===== src/rtl/cm_ord_tree.sv =====
// cm_ord_tree: pipelined min/max comparison tree returning value and index.
// Optional CM_ORD_TREE_MASK_EN adds i_mask (per-element enable) and o_empty.
package cm_pkg;
  typedef enum logic [1:0] {
    ORD_MIN,
    ORD_MAX,
    ORD_SORT
  } ord_e;
endpackage

module cm_ord_tree
  import cm_pkg::*;
#(
  parameter int   N          = 8,
  parameter int   W          = 16,
  parameter ord_e ORD        = ORD_MIN,
  parameter int   REG_STAGES = 1,
  localparam int  S          = $clog2(N),
  localparam int  IW         = (S < 1) ? 1 : S
) (
  input  logic           clk,
  input  logic           rst,
  input  logic           i_vld,
  output logic           o_rdy,
  input  logic [N*W-1:0] i_data,
  output logic           o_vld,
  input  logic           i_rdy,
  output logic [W-1:0]   o_data,
  output logic [IW-1:0]  o_idx
`ifdef CM_ORD_TREE_MASK_EN
  ,
  input  logic [N-1:0]   i_mask,
  output logic           o_empty
`endif
);

  if (N < 2 || N > 256) begin : g_bad_n
    $error("cm_ord_tree: N=%0d outside 2..256", N);
  end
  if (ORD != ORD_MIN && ORD != ORD_MAX) begin : g_bad_ord
    $error("cm_ord_tree: ORD must be ORD_MIN or ORD_MAX");
  end
  if (REG_STAGES < 0 || REG_STAGES > S) begin : g_bad_reg
    $error("cm_ord_tree: REG_STAGES=%0d outside 0..%0d",
           REG_STAGES, S);
  end

  function automatic int cnt(input int s);
    return (N + (1 << s) - 1) >> s;
  endfunction

  function automatic bit is_reg(input int s);
    return ((s * REG_STAGES) / S) != (((s - 1) * REG_STAGES) / S);
  endfunction

  logic [W-1:0]  val [S+1][N];
  logic [IW-1:0] idx [S+1][N];
  logic          msk [S+1][N];
  logic          vld [S+1];
  logic          en;

  // Masked leaves carry 0 so an all-masked vector reduces to value 0, index 0.
  for (genvar k = 0; k < N; k++) begin : g_leaf
`ifdef CM_ORD_TREE_MASK_EN
    assign msk[0][k] = i_mask[k];
    assign val[0][k] = i_mask[k] ? i_data[k*W +: W] : '0;
`else
    assign msk[0][k] = 1'b1;
    assign val[0][k] = i_data[k*W +: W];
`endif
    assign idx[0][k] = IW'(k);
  end
  assign vld[0] = i_vld;

  for (genvar s = 1; s <= S; s++) begin : g_lvl
    localparam int CP = cnt(s - 1);
    localparam int C  = cnt(s);
    logic [W-1:0]  cv [C];
    logic [IW-1:0] ci [C];
    logic          cm [C];

    for (genvar j = 0; j < C; j++) begin : g_node
      if (2 * j + 1 < CP) begin : g_cmp
        logic better;
        logic pick;
        // Right child wins only when strictly better: ties keep lower index.
        assign better = (ORD == ORD_MAX)
          ? (val[s-1][2*j+1] > val[s-1][2*j])
          : (val[s-1][2*j+1] < val[s-1][2*j]);
        assign pick = msk[s-1][2*j+1]
                   && (!msk[s-1][2*j] || better);
        assign cv[j] = pick ? val[s-1][2*j+1] : val[s-1][2*j];
        assign ci[j] = pick ? idx[s-1][2*j+1] : idx[s-1][2*j];
        assign cm[j] = msk[s-1][2*j] | msk[s-1][2*j+1];
      end else begin : g_pass
        assign cv[j] = val[s-1][2*j];
        assign ci[j] = idx[s-1][2*j];
        assign cm[j] = msk[s-1][2*j];
      end
    end

    for (genvar j = C; j < N; j++) begin : g_pad
      assign val[s][j] = '0;
      assign idx[s][j] = '0;
      assign msk[s][j] = 1'b0;
    end

    if (is_reg(s)) begin : g_reg
      logic          rv;
      logic [W-1:0]  nv [C];
      logic [IW-1:0] ni [C];
      logic          nm [C];
      always_ff @(posedge clk) begin
        if (rst) begin
          rv <= 1'b0;
          nv <= '{default: '0};
          ni <= '{default: '0};
          nm <= '{default: 1'b1};
        end else if (en) begin
          rv <= vld[s-1];
          nv <= cv;
          ni <= ci;
          nm <= cm;
        end
      end
      assign vld[s] = rv;
      for (genvar j = 0; j < C; j++) begin : g_out
        assign val[s][j] = nv[j];
        assign idx[s][j] = ni[j];
        assign msk[s][j] = nm[j];
      end
    end else begin : g_comb
      assign vld[s] = vld[s-1];
      for (genvar j = 0; j < C; j++) begin : g_out
        assign val[s][j] = cv[j];
        assign idx[s][j] = ci[j];
        assign msk[s][j] = cm[j];
      end
    end
  end

  assign en     = i_rdy || !o_vld;
  assign o_rdy  = (REG_STAGES == 0) ? i_rdy : en;
  assign o_vld  = vld[S];
  assign o_data = val[S][0];
  assign o_idx  = idx[S][0];
`ifdef CM_ORD_TREE_MASK_EN
  assign o_empty = !msk[S][0];
`endif

endmodule


===== config.mk =====
export PLATFORM = sky130hd
export DESIGN_NAME = cm_ord_tree
export DESIGN_NICKNAME = d
export VERILOG_FILES = /design/src/rtl/cm_ord_tree.sv
export SDC_FILE = /design/constraint.sdc
export NUM_CORES = 1
export LEC_CHECK = 0
export BUFFER_PORTS_ARGS = -buffer_cell sky130_fd_sc_hd__buf_2
export CAP_MARGIN = 20
export CORE_UTILIZATION = 54
export CTS_CLUSTER_SIZE = 12
export DETAILED_ROUTE_END_ITERATION = 16
export PLACE_DENSITY = 0.88
export SLEW_MARGIN = 15
export SYNTH_ARGS = -nofsm -noshare
export SYNTH_HDL_FRONTEND = slang
export SYNTH_SLANG_ARGS = --single-unit
export TNS_END_PERCENT = 1

===== constraint.sdc =====
create_clock -name clk -period 8.6 [get_ports clk]
set_input_delay 0.86 -clock clk [delete_from_list [all_inputs] [get_ports clk]]
set_output_delay 0.86 -clock clk [all_outputs]
set_load 0.05 [all_outputs]

Word level (Yosys, flattened, before mapping)
Index checks and enable logic that the tools add are counted.
{"block": "word_totals", "regBits": 20, "out_inout_bits": 21}
{"block": "classes", "muxes": 14, "magnitude_cmp": 7, "reduce_logical": 2}
{"operator": "< comparator 16 bit", "count": 7}
{"operator": "two-way mux 16 bit", "count": 7}
{"operator": "two-way mux 1 bit", "count": 4}
{"operator": "two-way mux 2 bit", "count": 2}
{"operator": "two-way mux 3 bit", "count": 1}
{"operator": "logical NOT 1 bit", "count": 1}
{"operator": "logical OR 1 bit", "count": 1}

Logic depth before layout (Yosys ltp)
Gate-level depths: netlist of the first run.
{"block": "depth", "ltp_word": 6, "ltp_mapped": 33}

Worst setup path after synthesis of the first run
Ideal clock, no wire load.
{"block": "synth_path", "path_type": "input port to flip-flop", "from": "input port i_data[103]", "to": "register g_lvl[3].g_reg.nv, in the netlist o_data[5]", "setup_ns": 0.088, "t_required_ns": 8.512, "arrival_ns": 6.807, "path_buffers": 5, "slack_ns": 1.705, "path_stages": 32, "path_cell_list": "inv_1 > ha_1 > nand2_1 > nor3_1 > a211oi_1 > o31ai_1 > buf_1 > clkbuf_1 > mux2i_1 > inv_1 > ha_1 > a21o_1 > a21o_1 > a22o_1 > nor3_1 > a21oi_1 > a21bo_1 > buf_4 > buf_6 > mux2i_1 > ha_1 > a21o_1 > a21o_1 > a221o_1 > a21oi_1 > o21ai_0 > nor3_1 > o211a_1 > a31oi_4 > buf_2 > and3_1 > nor4_2"}
{"block": "synth_via", "elab_chain_cells": 6}
{"element": "from (decl)", "line": "25", "text": "input logic [N*W-1:0] i_data,"}
{"element": "< comparator 16 bit", "line": "89", "text": ": (val[s-1][2*j+1] < val[s-1][2*j]);"}
{"element": "two-way mux 16 bit *", "line": "92", "text": "assign cv[j] = pick ? val[s-1][2*j+1] : val[s-1][2*j];"}
{"element": "< comparator 16 bit", "line": "89"}
{"element": "two-way mux 16 bit *", "line": "92"}
{"element": "< comparator 16 bit", "line": "89"}
{"element": "two-way mux 16 bit *", "line": "92"}
{"element": "to (signal assigned)", "line": "121", "text": "nv <= cv;"}
{"element": "to (decl)", "line": "110", "text": "logic [W-1:0] nv [C];"}
Mark *: on every way between the ends. The rest lies on a longest branch, timed or not.
A chain may end at the register's enable or synchronous reset.

Final worst setup path of the first run
{"block": "layout_path", "from": "input port i_data[41]", "to": "register g_lvl[3].g_reg.nv, in the netlist o_data[9]"}
The elaborated chain is that of the path after synthesis.

==> results of run 1 <==
per-stage QoR:
step	cell area [um^2]	utilization, %
after global routing	5713	65.51
final	5713	65.51
after CTS	5713	65.51
after global placement	5672	65.04
after detailed placement	5672	65.04
after floorplan	4852	-
cells by family after synthesis:
group	Yosys count
compound gates	123
simple gates	167
fa+ha+maj	104
flops	20
mux	79
buf+inv	116
final timing paths:
check,slack (ns),start,end
setup / recovery,0.71,i_data[41],o_data[9]$_SDFFE_PP0P_
hold / removal,0.46,o_data[0]$_SDFFE_PP0P_,o_data[0]$_SDFFE_PP0P_
setup reg to reg,6.83,o_vld$_SDFFE_PP0P_,o_data[9]$_SDFFE_PP0P_
hold reg to reg,0.46,o_data[0]$_SDFFE_PP0P_,o_data[0]$_SDFFE_PP0P_
cell type report:
type / instances / area share (%)
inverter: 94 / 6.176
clock buffer: 3 / 0.7227
multi-input combinational: 473 / 69.75
sequential: 20 / 7.008
tap: 108 / 2.365
timing repair buffer: 157 / 13.97
critical path, delay by kind of cell:
family                   cells  cell delay, ns
AO/OA/AOI/OAI               16            3.88
multiplexers                 1            0.45
adder cells (fa/ha/maj)      3            0.93
AND/OR/NAND/NOR              6            1.41
buffers and inverters        4            0.50
sequential cells by signal (all words and copies together), names as in the netlist:
register  cells
o_data       16
o_idx         3
o_vld         1
layer usage:
layer	global-route usage, %	vias up	share of wire, %
li1	-	2484	-
met2	51.14	207	50
met1	35.42	2373	42
met5	0	-	0
met4	9.300	0	2.3
met3	2.746	36	6.0
power breakdown:
part           leakage (nW)  internal [mW]  switching [mW]
combinational          3.12          0.292           0.477
sequential            0.167          0.128          0.0188
clock                0.0216         0.0313          0.0305
total                  3.31          0.452           0.526
synth_stat cells, types with 3 or more instances:
library cell / number / area, um^2
a211oi_1: 5 / 37.54
a21o_1: 17 / 127.6
a21oi_1: 43 / 215.2
and3_1: 16 / 100.1
and4_1: 3 / 26.28
buf_2: 3 / 15.01
buf_6: 5 / 56.30
clkbuf_1: 11 / 41.29
dfxtp_1: 20 / 400.4
ha_1: 104 / 1301
inv_1: 94 / 352.8
mux2_2: 7 / 78.83
mux2_4: 8 / 120.1
mux2i_1: 64 / 640.6
nand2_1: 24 / 90.09
nand2b_1: 7 / 43.79
nand3_1: 7 / 35.03
nand4_1: 13 / 81.33
nor2_1: 47 / 176.4
nor3_1: 19 / 95.09
nor4_2: 15 / 187.7
o211ai_1: 7 / 52.55
o21a_1: 7 / 52.55
o21ai_0: 16 / 80.08
or3_1: 4 / 25.02
==> run metrics, run 1 <==
status complete, no violations; Slew HR 42.10%; Synth Area in Simple Gates 19.65%; total routed wirelength 13710 um; Post-Syn Area per Cell 7.967 um^2; post-CTS setup repair buffer count 0; final clock skew 0.004756 ns; Synth warnings 0; 1st-iter DRT viols 258; core area 8721 um^2; Hold WS 0.4559 ns; Placer Congestion 0.9572; GRT overflow 0; total of max-cap violations 0; Slew @ Worst Pin 0.8684 ns; IO Count 153; via count 5100; dpl hpwl 12010 um; Layout fillers 720; ANT nets after route 0; CTS sink cnt 20; Main synth FF type dfxtp_1; number of antenna diodes 0; Pleak 3.307 nW; crit end category flip-flop; largest fanout on the critical path 35; vias in the first global route 5058; required time of the critical path 8.77 ns; hold crit path type reg2reg; dpl ws 0.5195 ns; unrepaired setup endpoints after global routing no; worst skew pair latency 0.26 ns; H-tree depth 1; first-pass GRT wire length 22430 um; Layout area overhead 17.74%; commonest non-fill, non-tap cell in the layout buf_2; fin crit share 91.80%; slowest cell on the critical path a221oi_1; Gate Count Post-Synth 609; Tot GR Track Use 28.48%; row cnt 34; via/cell ratio 5.965; Synth Register Bits 20; port bufs 152; synth unique cells 57; fmax 0.1267 GHz; DRC Markers 0; PnR worst setup slack 0.7052 ns; Fin. Hold Viols 0; fin nets 985; initial antenna violation count 0; Setup violations, final 0; starting density of the core 55.64%; Avg WL per Cell 16.03 um; clock-pin transition on the worst setup and hold timing paths 0.07 ns; PostCTS Resize Cnt 0; Synth Area in Compound Gates 18.08%; Syn Nets 845; Longest Clk Path Bufs 2; Post-Synth XOR/XNOR Area 0%; drt first pass iters 5; path depth of the worst reg2reg path 5; CTS tree built; Hold Crit Depth 2; post-synthesis async set-or-reset flop share 0%; Worst VDD drop 0.1134 mV; CP Data Arrival Time 8.06 ns; CP Launch Type input port; Register Area 400.4 um^2; max incr delay on CP 0.50 ns; post-synthesis adder-cell area fraction 26.82%; largest net degree at the start of global routing 36; fin crit period 7.895 ns; Inst Count DP 852; die area 9368 um^2; most frequent cells in the layout 152 x buf_2, 104 x ha_1, 94 x inv_1; Post-synth EDFFs 0; max-slew violations 0; Setup TNS Final 0 ns; Cell Area, Synth 4852 um^2; pwr dens 171.2 nW/um^2; post-synthesis mux area share 17.30%; layout cell share with drive strength beyond 1 26.64%; TritonCTS buffer count 3; Hold Buf Count CTS 0; clock tree root driver cell clkbuf_8; die width 96.79 um; Post-Layout Cell Count 855; area taken by multi-input logic gates 3985 um^2; power consumption 0.9778 mW; Seq/Total Area, Yosys 8.252%; Die H 96.79 um; critical path type in2reg; largest family of logic cells by synthesized area adder cells
(Power assumes the default switching activity.)
==> run 2: changes to the inputs <==
--- a/config.mk
+++ b/config.mk
@@ -5,12 +5,13 @@
 export SDC_FILE = /design/constraint.sdc
 export NUM_CORES = 1
 export LEC_CHECK = 0
+export ABC_AREA = 1
 export BUFFER_PORTS_ARGS = -buffer_cell sky130_fd_sc_hd__buf_2
 export CAP_MARGIN = 20
-export CORE_UTILIZATION = 54
+export CORE_UTILIZATION = 53
 export CTS_CLUSTER_SIZE = 12
 export DETAILED_ROUTE_END_ITERATION = 16
-export PLACE_DENSITY = 0.88
+export PLACE_DENSITY = 0.87
 export SLEW_MARGIN = 15
 export SYNTH_ARGS = -nofsm -noshare
 export SYNTH_HDL_FRONTEND = slang
==> run 2 against run 1 <==
Against the previous run:
- via count rose by 2.8%
- synthesized area fell by 5.6%
- routed wire length fell by 14%
- clock power fell by 4.7%
- critical path type unchanged
- combinational power rose by 6.0%
- critical path depth fell by 3
- setup slack improved by 1.3 ns
- non-clock buffer count fell by 5
- clock-buffer cell count did not move
- hold slack improved by 0.066 ns
- final cell count rose by 18%
==> run metrics, run 2 <==
unrepaired setup endpoints after global routing no; fmax 0.1528 GHz (+21%); vias in the first global route 4363 (-14%); required time of the critical path 8.74 ns (-0.03 ns); commonest cells in the netlist 212 x nand2_1, 104 x ha_1, 99 x o21ai_0; largest fanout on the critical path 37 (+5.7%); commonest non-fill, non-tap cell in the layout nand2_1; critical path type in2reg; Fin. Hold Viols 0 (unchanged); hold crit path type reg2reg; Placed Area 5339 um^2 (-5.9%); Synth Area in Simple Gates 30.07% (+10 points); Placer Congestion 0.9249 (-3.4%); CP Launch Type input port; first-pass GRT wire length 19070 um (-15%); clock-pin transition on the worst setup and hold timing paths 0.06 ns (about the same); top-area cell type share of the netlist area 28.40% (+1.6 points); Gate Count Post-Synth 776 (+27%); IO Count 153 (unchanged); Syn Nets 1012 (+20%); Main synth FF type dfxtp_1; initial antenna violation count 0 (unchanged); Synth area leaders ha_1 28%, nand2_1 17%, o21ai_0 11%; port bufs 152 (unchanged); via count 5243 (+2.8%); core area 8299 um^2 (-4.8%); pwr dens 189.8 nW/um^2 (+11%); power consumption 1.022 mW (+4.5%); Tot GR Track Use 26.15% (-2.3 points); Longest Clk Path Bufs 2 (unchanged); Slew @ Worst Pin 0.9484 ns (+0.07996 ns); Setup violations, final 0 (unchanged); total of max-cap violations 0 (unchanged); largest family of logic cells by synthesized area simple AND/OR/NAND/NOR gates; R2R setup slack 7.33 ns (+0.50 ns); synth unique cells 23 (-60%); most frequent cells in the layout 211 x nand2_1, 152 x buf_2, 104 x ha_1; Post-Synth XOR/XNOR Area 0% (unchanged); Worst VDD drop 0.1088 mV (-4.1%); total routed wirelength 11740 um (-14%); Synth Register Bits 20 (unchanged); starting density of the core 55.21% (-0.43 points); Hold WS 0.5221 ns (+0.06623 ns); row cnt 33 (-2.9%); dpl hpwl 10120 um (-16%); DRC Markers 0 (unchanged); ANT nets after route 0 (unchanged); dpl ws 1.933 ns (+1.413 ns); Hold Buf Count CTS 0 (unchanged); CTS tree built; Layout fillers 827 (+15%); via/cell ratio 5.212 (-13%); Synth warnings 0 (unchanged); final std cell area, no fill 5383 um^2 (-5.8%); PostCTS Resize Cnt 0 (unchanged); die area 9021 um^2 (-3.7%); area taken by multi-input logic gates 3696 um^2 (-7.3%); CTS sink cnt 20 (unchanged); Pleak 3.200 nW (-3.3%); layout cell share with drive strength beyond 1 19.31% (-7.3 points); status complete, no violations; fin crit period 6.546 ns (-1.349 ns); Register Area 400.4 um^2 (unchanged); Synth Area in Compound Gates 22.15% (+4.1 points); clock tree root driver cell clkbuf_8; post-synthesis async set-or-reset flop share 0% (unchanged); Slew HR 36.62% (-5.5 points); largest net degree at the start of global routing 41 (+14%); die width 94.98 um (-1.9%); Seq/Total Area, Yosys 8.738% (+0.49 points); max-slew violations 0 (unchanged); GRT overflow 0 (unchanged); post-synthesis mux area share 0% (-17 points); CP Data Arrival Time 6.69 ns (-1.37 ns); fin crit share 76.12% (-16 points); post-CTS setup repair buffer count 0 (unchanged); Setup TNS Final 0 ns (unchanged); largest area contributor in the netlist ha_1; final clock skew 0.002868 ns (-0.001888 ns); TritonCTS buffer count 3 (unchanged); max reg flops 16 (unchanged); number of antenna diodes 0 (unchanged); Layout area overhead 17.48%; PnR worst setup slack 2.054 ns (+1.349 ns); Post-synth EDFFs 0 (unchanged); 1st-iter DRT viols 237 (-8.1%); drt first pass iters 5 (unchanged); Cell Area, Synth 4582 um^2 (-5.6%); Avg WL per Cell 11.67 um (-27%); fin nets 1139 (+16%); Post-Syn Area per Cell 5.905 um^2 (-26%); count leader, synth nand2_1; crit end category flip-flop; H-tree depth 1 (unchanged); worst skew pair latency 0.25 ns (about the same); post-synthesis adder-cell area fraction 28.40% (+1.6 points); Die H 94.98 um (-1.9%)
## run 2: changes by cell type in the layout (fill, tap and decap cells not counted), moves of 9 or more
| cell | delta |
|---|---|
| nor4_2 | -15 |
| a21o_1 | -16 |
| nand3_1 | +22 |
| nor2_1 | +24 |
| and3_1 | -16 |
| a21oi_1 | +25 |
| o21ai_0 | +83 |
| nand2_1 | +187 |
| mux2i_1 | -64 |
| nor3_1 | -9 |
## run 2: worst paths after layout
path / from / to / depth (start not counted)
setup / recovery: i_data[73] / o_data[3]$_SDFFE_PP0P_ / 27
hold / removal: o_data[4]$_SDFFE_PP0P_ / o_data[4]$_SDFFE_PP0P_ / 2
setup reg to reg: o_vld$_SDFFE_PP0P_ / o_data[9]$_SDFFE_PP0P_ / 4
hold reg to reg: o_data[4]$_SDFFE_PP0P_ / o_data[4]$_SDFFE_PP0P_ / 2
## run 2: per-stage QoR
step                      util (%)  cells
after detailed placement     64.33   1003
after floorplan                  -    776
after global placement       64.33   1003
after CTS                    64.83   1006
final                        64.86   1006
after global routing         64.86   1006
## run 2: worst max-delay path, stage by stage
cell	delay (ns)
buf_2	0.07
inv_1	0.04
ha_1	0.30
nand2_1	0.07
inv_1	0.04
o21bai_1	0.11
a21oi_1	0.08
nor2_1	0.18
nand2_1	0.50
o21ai_0	0.59
ha_1	0.33
a21oi_1	0.14
o21ai_0	0.10
nand3_1	0.07
a21oi_1	0.06
a211oi_1	0.25
nand2_1	0.15
inv_1	0.59
o21ai_0	0.27
ha_1	0.37
a21oi_1	0.13
nor2_1	0.05
a211oi_1	0.16
o221a_2	0.74
a21oi_1	0.20
nor2_1	0.16
nor2_1	0.05
## run 2: cells by family after synthesis
group | after synthesis
flops | 20
simple gates | 339
compound gates | 189
fa+ha+maj | 104
buf+inv | 124
## run 2: power breakdown
group | internal (mW) | switching [mW]
clock | 0.0311 | 0.0277
combinational | 0.262 | 0.553
sequential | 0.132 | 0.0162
total | 0.425 | 0.597
## run 2: per-layer routing
| layer | vias to the layer above | GRT usage (%) | share of wire [%] |
|---|---|---|---|
| met5 | - | 0 | 0 |
| met4 | 0 | 5.934 | 1.8 |
| met3 | 20 | 1.449 | 4.9 |
| met2 | 152 | 44.00 | 45 |
| met1 | 2244 | 36.35 | 48 |
| li1 | 2827 | - | - |
## run 2: layout make-up
cell class              instances  area share [%]
flip-flops and latches         20           7.438
repair buffers                152           14.13
clock buffers                   3          0.7671
multi-input cells             632           68.67
well taps                     105           2.441
inverters                      94           6.555
==> run 3: changes to the inputs <==
==> constraint.sdc (replaced) <==
create_clock -name clk -period 6.4 [get_ports clk]
set_input_delay 0.64 -clock clk [delete_from_list [all_inputs] [get_ports clk]]
set_output_delay 0.64 -clock clk [all_outputs]
set_load 0.05 [all_outputs]
==> run 3 against run 2 <==
Against the previous run:
- sequential share of layout area is 0.091 points lower
- highest routed layer unchanged
- critical path depth is 3 higher
- critical endpoint is now o_data[8]$_SDFFE_PP0P_
- global-route usage is 1.3 points higher
- via count is 1.8% higher
==> run metrics, run 3 (synthesis results as in run 2) <==
CP most frequent cell nand2_1; number of antenna diodes 0 (unchanged); commonest non-fill, non-tap cell in the layout nand2_1; hold wc startpoint o_data[15]$_SDFFE_PP0P_; final std cell area, no fill 5449 um^2 (+1.2%); CTS sink cnt 20 (unchanged); first-pass GRT wire length 20090 um (+5.3%); IO Count 153 (unchanged); wire length on met1 5702 um (+0.60%); CP Launch Type input port; core area 8299 um^2 (unchanged); via/cell ratio 5.263 (+0.99%); 1st-iter DRT viols 255 (+7.6%); fin nets 1146 (+0.61%); ANT nets after route 0 (unchanged); layout cell share with drive strength beyond 1 20.02% (+0.71 points); DR WL met3 744 um (+28%); Layout area overhead 18.92%; Slew @ Worst Pin 0.6641 ns (-0.2844 ns); Fin. Hold Viols 0 (unchanged); status complete, no violations; CP delay by family, top compound AO/OA/AOI/OAI gates; vias in the first global route 4746 (+8.8%); DR WL met2 5272 um (-0.17%); dpl hpwl 10480 um (+3.6%); Post-Layout Cell Count 1014 (+0.80%); R2R setup slack 5.12 ns (-2.21 ns); Worst VDD drop 0.1324 mV (+22%); post-CTS setup repair buffer count 0 (unchanged); die area 9021 um^2 (unchanged); Layout fillers 815 (-1.5%); slowest cell on the critical path o221a_2; total routed wirelength 12080 um (+2.9%); most frequent cells in the layout 211 x nand2_1, 152 x buf_2, 104 x ha_1; fin crit period 5.603 ns; pwr dens 259.7 nW/um^2 (+37%); fin crit share 87.55%; row cnt 33 (unchanged); max reg flops 16 (unchanged); Setup TNS Final 0 ns (unchanged); critical path type in2reg; drt first pass iters 5 (unchanged); TritonCTS buffer count 3 (unchanged); worst skew pair latency 0.26 ns (about the same); die width 94.98 um (unchanged); clock-pin transition on the worst setup and hold timing paths 0.08 ns (+0.02 ns); total of max-cap violations 0 (unchanged); initial antenna violation count 0 (unchanged); Hold Buf Count CTS 0 (unchanged); fmax 0.1785 GHz; Hold WS 0.5257 ns (+0.003610 ns); power consumption 1.415 mW (+39%); unrepaired setup endpoints after global routing no; RR Startpoint o_vld$_SDFFE_PP0P_; Buf+Inv Stages, Crit Path 6 (+2); H-tree depth 1 (unchanged); clock tree root driver cell clkbuf_8; final clock skew 0.003352 ns (+0.0004839 ns); GRT overflow 0 (unchanged); Slew HR 55.68% (+19 points); PostCTS Resize Cnt 0 (unchanged); largest net degree at the start of global routing 41 (unchanged); hold crit path type reg2reg; via count 5337 (+1.8%); Placed Area 5391 um^2 (+0.98%); Placer Congestion 0.9209 (-0.43%); first element of the critical path i_data[73]; largest fanout on the critical path 17 (-54%); CP Data Arrival Time 5.80 ns (-0.89 ns); max incr delay on CP 0.43 ns (-0.31 ns); max-slew violations 0 (unchanged); CTS tree built; Avg WL per Cell 11.92 um (+2.1%); port bufs 152 (unchanged); crit end category flip-flop; Longest Clk Path Bufs 2 (unchanged); Tot GR Track Use 27.41% (+1.3 points); starting density of the core 55.21% (unchanged); highest metal used met4; DRC Markers 0 (unchanged); Pleak 3.240 nW (+1.3%); required time of the critical path 6.60 ns (-2.14 ns); Setup violations, final 0 (unchanged); Inst Count DP 1010 (+0.70%); Die H 94.98 um (unchanged)
run 3: cell count changes in the layout (fill, tap and decap cells not counted):
cell      previous run  this run
buf_4                0         7
clkbuf_8             3         4
run 3: layer usage:
layer,GRT usage (%),vias to the layer above
met5,0,-
met4,9.217,0
met3,1.852,30
met2,45.14,181
met1,37.55,2281
li1,-,2845
run 3: area by class of cell:
cell class | count | area, um^2 | share of cell area (%)
Clock buffer | 4 | 55.05 | 1.010
Inverter | 94 | 352.8 | 6.475
Multi-Input combinational cell | 632 | 3696 | 67.83
Sequential cell | 20 | 400.4 | 7.348
Tap cell | 105 | 131.4 | 2.411
Timing Repair Buffer | 159 | 813.3 | 14.93
run 3: power by group:
group          leakage [nW]  total (mW)  internal (mW)  switching (mW)
Clock                0.0288      0.0963         0.0547          0.0416
Combinational          3.05        1.12          0.372           0.747
Sequential            0.167       0.199          0.177          0.0225
Total                  3.24        1.41          0.604           0.811
run 3: worst register-to-register path: stages, from the launching register on:
cell and delay (ns):
dfxtp_1 0.32, nand2_2 0.47, nand2_1 0.13, nor2_1 0.20
nor2_1 0.06
run 3: final timing paths:
path                                  end  depth (start not counted)
hold reg to reg   o_data[15]$_SDFFE_PP0P_                          2
setup / recovery   o_data[8]$_SDFFE_PP0P_                         30
hold / removal    o_data[15]$_SDFFE_PP0P_                          2
setup reg to reg    o_idx[1]$_SDFFE_PP0P_                          4
run 3: per-stage QoR:
stage	worst slack, ns	util [%]
floorplan	0.9739	-
global placement	0.6424	64.96
detailed placement	0.5981	64.96
CTS	0.8672	65.63
global route	0.1952	65.66
finish	0.7970	65.66
